### src/rtl/instr_prefetch.sv
// instr_prefetch: instruction prefetch queue sitting between instruction memory
// and decode. Requests are issued against a credit of DEPTH slots (queued
// entries plus the outstanding request). A redirect from execute flushes the
// queue, drops the response in flight and restarts fetch at the target.
// Optional build macro: INSTR_PREFETCH_PERF_EN adds perf_fetched,
// perf_redirects and perf_empty counter outputs.
module instr_prefetch #(
  parameter int              XLEN     = 32,
  parameter int              DEPTH    = 4,
  parameter logic [XLEN-1:0] RESET_PC = '0
) (
  input  logic            clk,
  input  logic            reset,
  input  logic            pc_src_exec,
  input  logic [XLEN-1:0] pc_target_exec,
  output logic            imem_req,
  output logic [XLEN-1:0] imem_addr,
  input  logic [XLEN-1:0] imem_rdata,
  output logic            dec_valid,
  input  logic            dec_ready,
  output logic [XLEN-1:0] dec_instr,
  output logic [XLEN-1:0] dec_pc,
  output logic [XLEN-1:0] dec_next_pc
`ifdef INSTR_PREFETCH_PERF_EN
  ,
  output logic [31:0]     perf_fetched,
  output logic [31:0]     perf_redirects,
  output logic [31:0]     perf_empty
`endif
);

  // Pointer width and occupancy width (occupancy must hold DEPTH itself).
  localparam int AW = $clog2(DEPTH);
  localparam int CW = AW + 1;

  typedef enum logic {
    FETCH      = 1'b0,
    WAIT_SPACE = 1'b1
  } state_t;

  state_t          state_reg;
  state_t          state_next;
  logic [XLEN-1:0] fetch_pc_reg;
  logic [XLEN-1:0] req_addr_reg;
  logic            inflight_reg;
  logic [CW-1:0]   count_reg;
  logic [CW-1:0]   count_next;
  logic [AW-1:0]   rd_ptr_reg;
  logic [AW-1:0]   wr_ptr_reg;

  // Queue storage: one word per field, written only on a committed push.
  logic [XLEN-1:0] instr_mem [DEPTH];
  logic [XLEN-1:0] pc_mem    [DEPTH];
  logic [XLEN-1:0] npc_mem   [DEPTH];

  logic redirect;
  logic issue;
  logic push;
  logic pop;

  // Redirect dominates everything: it suppresses the request, drops the
  // arriving response and turns any handshake into a plain consume.
  assign redirect  = pc_src_exec;
  assign issue     = reset && (state_reg == FETCH) && !redirect;
  assign push      = inflight_reg && !redirect;
  assign pop       = dec_valid && dec_ready && !redirect;

  assign imem_req  = issue;
  assign imem_addr = fetch_pc_reg;

  // Head entry is presented only while valid so that stale storage never
  // leaks out (storage is not reset, the qualifier is).
  assign dec_valid   = (count_reg != '0);
  assign dec_instr   = dec_valid ? instr_mem[rd_ptr_reg] : '0;
  assign dec_pc      = dec_valid ? pc_mem[rd_ptr_reg]    : '0;
  assign dec_next_pc = dec_valid ? npc_mem[rd_ptr_reg]   : '0;

  // Next occupancy and FSM state; WAIT_SPACE means every credit is in use.
  always_comb begin
    count_next = count_reg;
    state_next = FETCH;
    if (redirect) begin
      count_next = '0;
      state_next = FETCH;
    end else begin
      if (push && !pop) begin
        count_next = count_reg + CW'(1);
      end else if (pop && !push) begin
        count_next = count_reg - CW'(1);
      end
      if ((count_next + CW'(issue)) == CW'(DEPTH)) begin
        state_next = WAIT_SPACE;
      end else begin
        state_next = FETCH;
      end
    end
  end

  // Control state: fetch PC, outstanding request, pointers, occupancy, FSM.
  always_ff @(posedge clk or negedge reset) begin
    if (!reset) begin
      state_reg    <= FETCH;
      fetch_pc_reg <= RESET_PC;
      req_addr_reg <= RESET_PC;
      inflight_reg <= 1'b0;
      count_reg    <= '0;
      rd_ptr_reg   <= '0;
      wr_ptr_reg   <= '0;
    end else begin
      state_reg    <= state_next;
      count_reg    <= count_next;
      inflight_reg <= issue;
      if (issue) begin
        req_addr_reg <= fetch_pc_reg;
      end
      if (redirect) begin
        fetch_pc_reg <= pc_target_exec;
        rd_ptr_reg   <= '0;
        wr_ptr_reg   <= '0;
      end else begin
        if (issue) begin
          fetch_pc_reg <= fetch_pc_reg + XLEN'(4);
        end
        if (push) begin
          wr_ptr_reg <= wr_ptr_reg + AW'(1);
        end
        if (pop) begin
          rd_ptr_reg <= rd_ptr_reg + AW'(1);
        end
      end
    end
  end

  // Per-entry storage write, selected by the write pointer.
  generate
    for (genvar gi = 0; gi < DEPTH; gi++) begin : g_entry
      // Capture the returning instruction with the address that fetched it.
      always_ff @(posedge clk) begin
        if (push && (wr_ptr_reg == AW'(gi))) begin
          instr_mem[gi] <= imem_rdata;
          pc_mem[gi]    <= req_addr_reg;
          npc_mem[gi]   <= req_addr_reg + XLEN'(4);
        end
      end
    end
  endgenerate

  // The credit rule must make a push into a full queue impossible.
  a_no_push_when_full : assert property (
    @(posedge clk) disable iff (!reset) !(push && (count_reg == CW'(DEPTH)))
  );

`ifdef INSTR_PREFETCH_PERF_EN
  // Free-running, wrapping event counters for performance analysis.
  always_ff @(posedge clk or negedge reset) begin
    if (!reset) begin
      perf_fetched   <= '0;
      perf_redirects <= '0;
      perf_empty     <= '0;
    end else begin
      if (push) begin
        perf_fetched <= perf_fetched + 32'd1;
      end
      if (redirect) begin
        perf_redirects <= perf_redirects + 32'd1;
      end
      if (!dec_valid) begin
        perf_empty <= perf_empty + 32'd1;
      end
    end
  end
`endif

endmodule
### config.mk
export PLATFORM = sky130hd
export DESIGN_NAME = instr_prefetch
export DESIGN_NICKNAME = d
export VERILOG_FILES = /design/src/rtl/instr_prefetch.sv
export SDC_FILE = /design/constraint.sdc
export NUM_CORES = 1
export LEC_CHECK = 0
export BUFFER_PORTS_ARGS = -buffer_cell sky130_fd_sc_hd__buf_2
export CORE_ASPECT_RATIO = 0.5
export CORE_MARGIN = 8
export CORE_UTILIZATION = 25
export DETAILED_ROUTE_END_ITERATION = 10
export HOLD_SLACK_MARGIN = 0.15
export PLACE_DENSITY = 0.51
export REMOVE_ABC_BUFFERS = 1
export SYNTH_ARGS = -nofsm -noshare
export SYNTH_HDL_FRONTEND = slang
export SYNTH_SLANG_ARGS = --single-unit
### constraint.sdc
create_clock -name clk -period 3.3 [get_ports clk]
set_input_delay 0.33 -clock clk [delete_from_list [all_inputs] [get_ports clk]]
set_output_delay 0.33 -clock clk [all_outputs]
set_load 0.01 [all_outputs]
# Word level (Yosys, flattened, before mapping)
# Memory sizes are Yosys's and may differ from the RTL's.
# Index checks and enable logic that the tools add are counted.
totals:
  regBits: 73
  latchBits: 0
  mem_bits_rw: 384
  mem_bits_ro: 0
  in_bits: 68
  output_inout_bits: 130
  elab_cells: 100
  mem_count: 3
op_classes:
  addsub: 7
  n_mul: 0
  div: 0
  magnitude_cmp: 0
  n_eq_ne: 4
  shift: 0
  n_mux: 50
  bitwise_logic: 1
  reduce_logical: 28
memory_table:
  columns: ["memory", "depth", "width", "rd", "rd_ports_with_merged_regs", "write_ports", "line", "rtl"]
  rows:
  - ["instr_mem", 4, 32, 1, 0, 1, "52", "logic [XLEN-1:0] instr_mem [DEPTH];"]
  - ["npc_mem", 4, 32, 1, 0, 1, "54", "logic [XLEN-1:0] npc_mem [DEPTH];"]
  - ["pc_mem", 4, 32, 1, 0, 1, "53", "logic [XLEN-1:0] pc_mem [DEPTH];"]
op_table:
  columns: ["op", "count"]
  rows:
  - ["32-bit 2-to-1 mux", 14]
  - ["32-bit OR reduction", 9]
  - ["32-bit by 3-bit adder with 32-bit output, second input constant", 2]
  - ["2-bit 2-to-1 mux", 13]
  - ["1-bit 2-to-1 mux", 19]
  - ["3-bit 2-to-1 mux", 4]
  - ["1-bit logical AND", 11]
  - ["2-bit nonzero test", 3]
  - ["2-bit by 1-bit adder with 2-bit output, second input constant", 2]
  - ["2-bit equality test, second input constant", 2]
  - ["3-bit by 1-bit adder with 3-bit output", 1]
  - ["3-bit by 1-bit adder with 3-bit output, second input constant", 1]
  - ["3-bit equality test, second input constant", 1]
  - ["1-bit zero test", 3]
  - ["3-bit nonzero test", 1]
  - ["3-bit by 1-bit subtractor with 3-bit output, second input constant", 1]
  - ["2-bit by 1-bit equality test with 1-bit output, second input constant", 1]
  - ["2-bit zero test", 1]
  - ["1-bit inverter", 1]

# Logic depth before layout (Yosys ltp)
depth:
  word_depth: 11
  ltp_mapped: 12
  depth_no_buf: 11

# Worst setup path after synthesis
# Ideal clock, no wire load.
synth_path:
  path_type: "register to register"
  startpoint: "register inflight_reg"
  endpoint: "memory instr_mem[0][0] (enable)"
  setup_ns: 0.464
  t_arrival_ns: 3.019
  required_time_ns: 2.836
  setup_slack_ns: -0.183
  stages_incl_launch_ff: 4
  n_path_buf: 1
  period_less_slack_ns: 3.483
  cell_sequence: "dfrtp_1 -> clkbuf_1 -> nor2b_1 -> and2_1"
synth_via:
  elab_chain_cells: 8
  word_cells_on_any_way: 22
  classes_between: "14 x mux; 8 x reduce/logical"
synth_lines:
  columns: ["element", "line", "rtl"]
  rows:
  - ["start: declaration", "45", "logic inflight_reg;"]
  - ["start signal: assignment", "112", "inflight_reg <= issue;"]
  - ["1-bit logical AND (*)", "65", "assign push = inflight_reg && !redirect;"]
  - ["1-bit logical AND", "139", "if (push && (wr_ptr_reg == AW'(gi))) begin"]
  - ["1-bit 2-to-1 mux", "139", null]
  - ["1-bit 2-to-1 mux (implied by the code)", "140", "instr_mem[gi] <= imem_rdata;"]
  - ["32-bit OR reduction (no source line)", null, null]
  - ["2-bit 2-to-1 mux (no source line) / 1-bit 2-to-1 mux (equally long branches) (3 in a row)", null, null]
  - ["end: declaration", "52", null]
# Every way passes the cells marked *; elsewhere a longest branch is shown, timed or not.

# Worst setup path after layout
layout_path:
  startpoint: "register rd_ptr_reg[0]"
  endpoint: "output port dec_next_pc[13]"
layout_via:
  elab_chain_cells: 2
layout_lines:
  columns: ["element", "line", "rtl"]
  rows:
  - ["start: declaration", "48", "logic [AW-1:0] rd_ptr_reg;"]
  - ["start signal: assignment", "128", "rd_ptr_reg <= rd_ptr_reg + AW'(1);"]
  - ["memory 4 x 32 bit", null, null]
  - ["32-bit 2-to-1 mux", "76", "assign dec_next_pc = dec_valid ? npc_mem[rd_ptr_reg] : '0;"]
  - ["end: declaration", "23", "output logic [XLEN-1:0] dec_next_pc"]
# Every way passes these cells.

==> metrics.txt <==
die width=about 400 um; Hold-fix buffers, CTS=66; max_cap viols=0; IO Pins=approximately 200; Final Util=a little under a third; Syn-to-layout area delta=24.6%; Worst setup SP type=flop; final hold vios=0; Residual DRC=0; Placed Cells=between 2000 and 2500; kind of critical path=reg -> out; largest net degree at the start of global routing=67; top cell type's share of synthesized area=between 60% and 70%; final wirelength=~45000 um; Crit. End Element=primary output; CP arrival=between 2000 and 3000 ps; status=complete, no violations; sequential-to-total area share from yosys stat=between 70% and 80%; share of cells above drive strength 1=between 30% and 40%; # rows=70; clock sink count=roughly 450; Die Span Y=207 um; Gate Count Post-Synth=998; dpl hpwl=28900 um; Clock Tree Buf Depth=3; GR Overflow Total=0; CTS tree=yes; Async SR Flop Fraction=between 10% and 20%; Rel. slew slack=about two fifths; Synth Warn #=0; VDD IR-drop max=0.000333 V; Seq cells post-synth=449; first-pass GRT wire length=67600 um; Worst-Skew Late Latency=around 580 ps; RePlAce Congestion=around 0.74; synth top area cells=edfxtp_1 (62%), mux4_2 (12%), dfrtp_1 (10%); Top Registers=instr_mem: 128 flops, pc_mem: 126 flops, npc_mem: 122 flops; fin crit share=about nine tenths; Leak Pwr=a little under 8 nW; mapped cell area=approximately 18000 um^2; Yosys top cell by area=edfxtp_1; Total Die Area=between 80000 and 90000 um^2; antenna violations before repair=1; Avg Inst Size Synth=18.3 um^2; Slew @ Worst Pin=approximately 890 ps; worst hold path type=in -> async; Max FO, Critical Path=35; Total GRT Usage=approximately a tenth; Initial Util=25.1%; CTS H-tree lvls=2; fmax=about 340 MHz; Pins Over Slew Limit=0; Top reg by flops=instr_mem; number of synthesized flops with an enable pin=376; pwr dens=between 700 and 800 nW/um^2; top_reg_cell synth=edfxtp_1; Gates resized, CTS repair=0; Num CTS Buffers=47; Synth cell types=48; wire per inst=between 15 and 20 um; Worst Skew=around 25 ps; Cell Count, Final, Fillers Out=roughly 2300; commonest cells after routing, fill and taps aside=edfxtp_1 (376), buf_2 (196), and2_1 (96), mux4_2 (94), dfrtp_1 (71); post-route ant nets=0; Final setup viols=0; vias per cell=4.26; CTS root buf=clkbuf_16; Core ar.=a little over 70000 um^2; 1st-pass router iterations=4; clock-pin slew on the worst setup and hold paths=60 ps; vias in the first global route=between 10000 and 15000; port bufs=197; initial drt markers=550; Required @ worst endpoint=about 3000 ps; unrepaired setup endpoints after global routing=false; Net count, final=~1400; commonest non-fill, non-tap cell in the layout=edfxtp_1; post-CTS setup buffers=0; Vias=9800; Final Critical Period=~3000 ps; max FFs per register=around 130
==> critical path, cell delays in order (launching register included) <==
cell and delay (ps):
dfrtp_4 710, buf_12 340, mux4_2 560, and2_1 200, buf_2 150
==> per-layer routing <==
metal	vias to the layer above	routed length, um	global-route usage (%)	part of all wire, %
met5	-	0	0	0
met4	0	1350	3.60	3.0
met3	74	1030	1.30	2.3
met2	127	24900	20.3	56
met1	5123	17300	11.9	39
li1	4476	-	-	-
==> path summary, 6_finish.rpt <==
| check | start | endpoint | slack [ps] | cells past startpoint |
|---|---|---|---|---|
| setup / recovery | rd_ptr_reg[0]$_DFFE_PN0P_ | dec_next_pc[13] | 370 | 4 |
| hold / removal | reset | state_reg$_DFF_PN0_ | 200 | 2 |
| setup reg to reg | count_reg[0]$_DFF_PN0_ | state_reg$_DFF_PN0_ | 650 | 11 |
| hold reg to reg | req_addr_reg[0]$_DFFE_PN0P_ | npc_mem[3][0]$_DFFE_PP_ | 520 | 0 |
| max in group asynchronous | reset | rd_ptr_reg[1]$_DFFE_PN0P_ | 1910 | 3 |
| min in group clk | pc_src_exec | wr_ptr_reg[0]$_DFFE_PN0P_ | 220 | 2 |
==> layout make-up <==
type	count	area [um^2]
diodes	1	2.50
flip-flops and latches	449	13100
clock buffers	65	1350
fillers	7123	49900
multi-input cells	492	4930
clock inverters	22	128
inverters	9	33.8
well taps	972	1220
repair buffers	291	2000
==> through the flow <==
stage          setup TNS, ps  setup WS (ps)  hold WS [ps]  cell area (um^2)  total power [mW]
6_report                   0            375           199             22800              16.4
5_1_grt                    0            217           182             22800              17.2
4_1_cts                    0            276           181             22800              16.8
3_5_place_dp               0            611           177             20600              11.6
3_3_place_gp               0            632           176             20600              11.6
2_1_floorplan        -176150          -1620          34.4             18100              9.77
==> Yosys cell counts, drive strengths merged, types with 2 or more instances <==
cell,instances
nand4b,3
xor2,20
nor2,19
mux2i,4
a21oi,2
nand3,24
and3,10
nor2b,3
o311ai,3
nand4,14
edfxtp,376
mux2,34
o21ai,27
o211ai,4
and2,100
ha,11
buf,17
dfrtp,73
inv,9
xnor2,39
and4,10
mux4,94
a211oi,2
nor4,3
nor3,9
clkbuf,30
nand2,47
==> power breakdown <==
part / total (mW) / leakage [nW] / switching [mW] / internal [mW]
registers: 7.13 / 4.30 / 0.462 / 6.67
logic: 4.24 / 2.88 / 2.25 / 1.99
clock network: 5.06 / 0.730 / 2.13 / 2.93
==> cells by family after synthesis <==
kind of cell,count (synthesis),share of synthesized area [%]
buffers and inverters,57,1.40
DFF,449,71.7
xor gates and xnor gates,60,2.95
AOI/OAI and AO/OA,40,1.28
and+or+nand+nor,249,7.98
adders and majority gates,11,0.753
muxes,132,13.9
No activity file was read; power rests on OpenSTA's default activity.
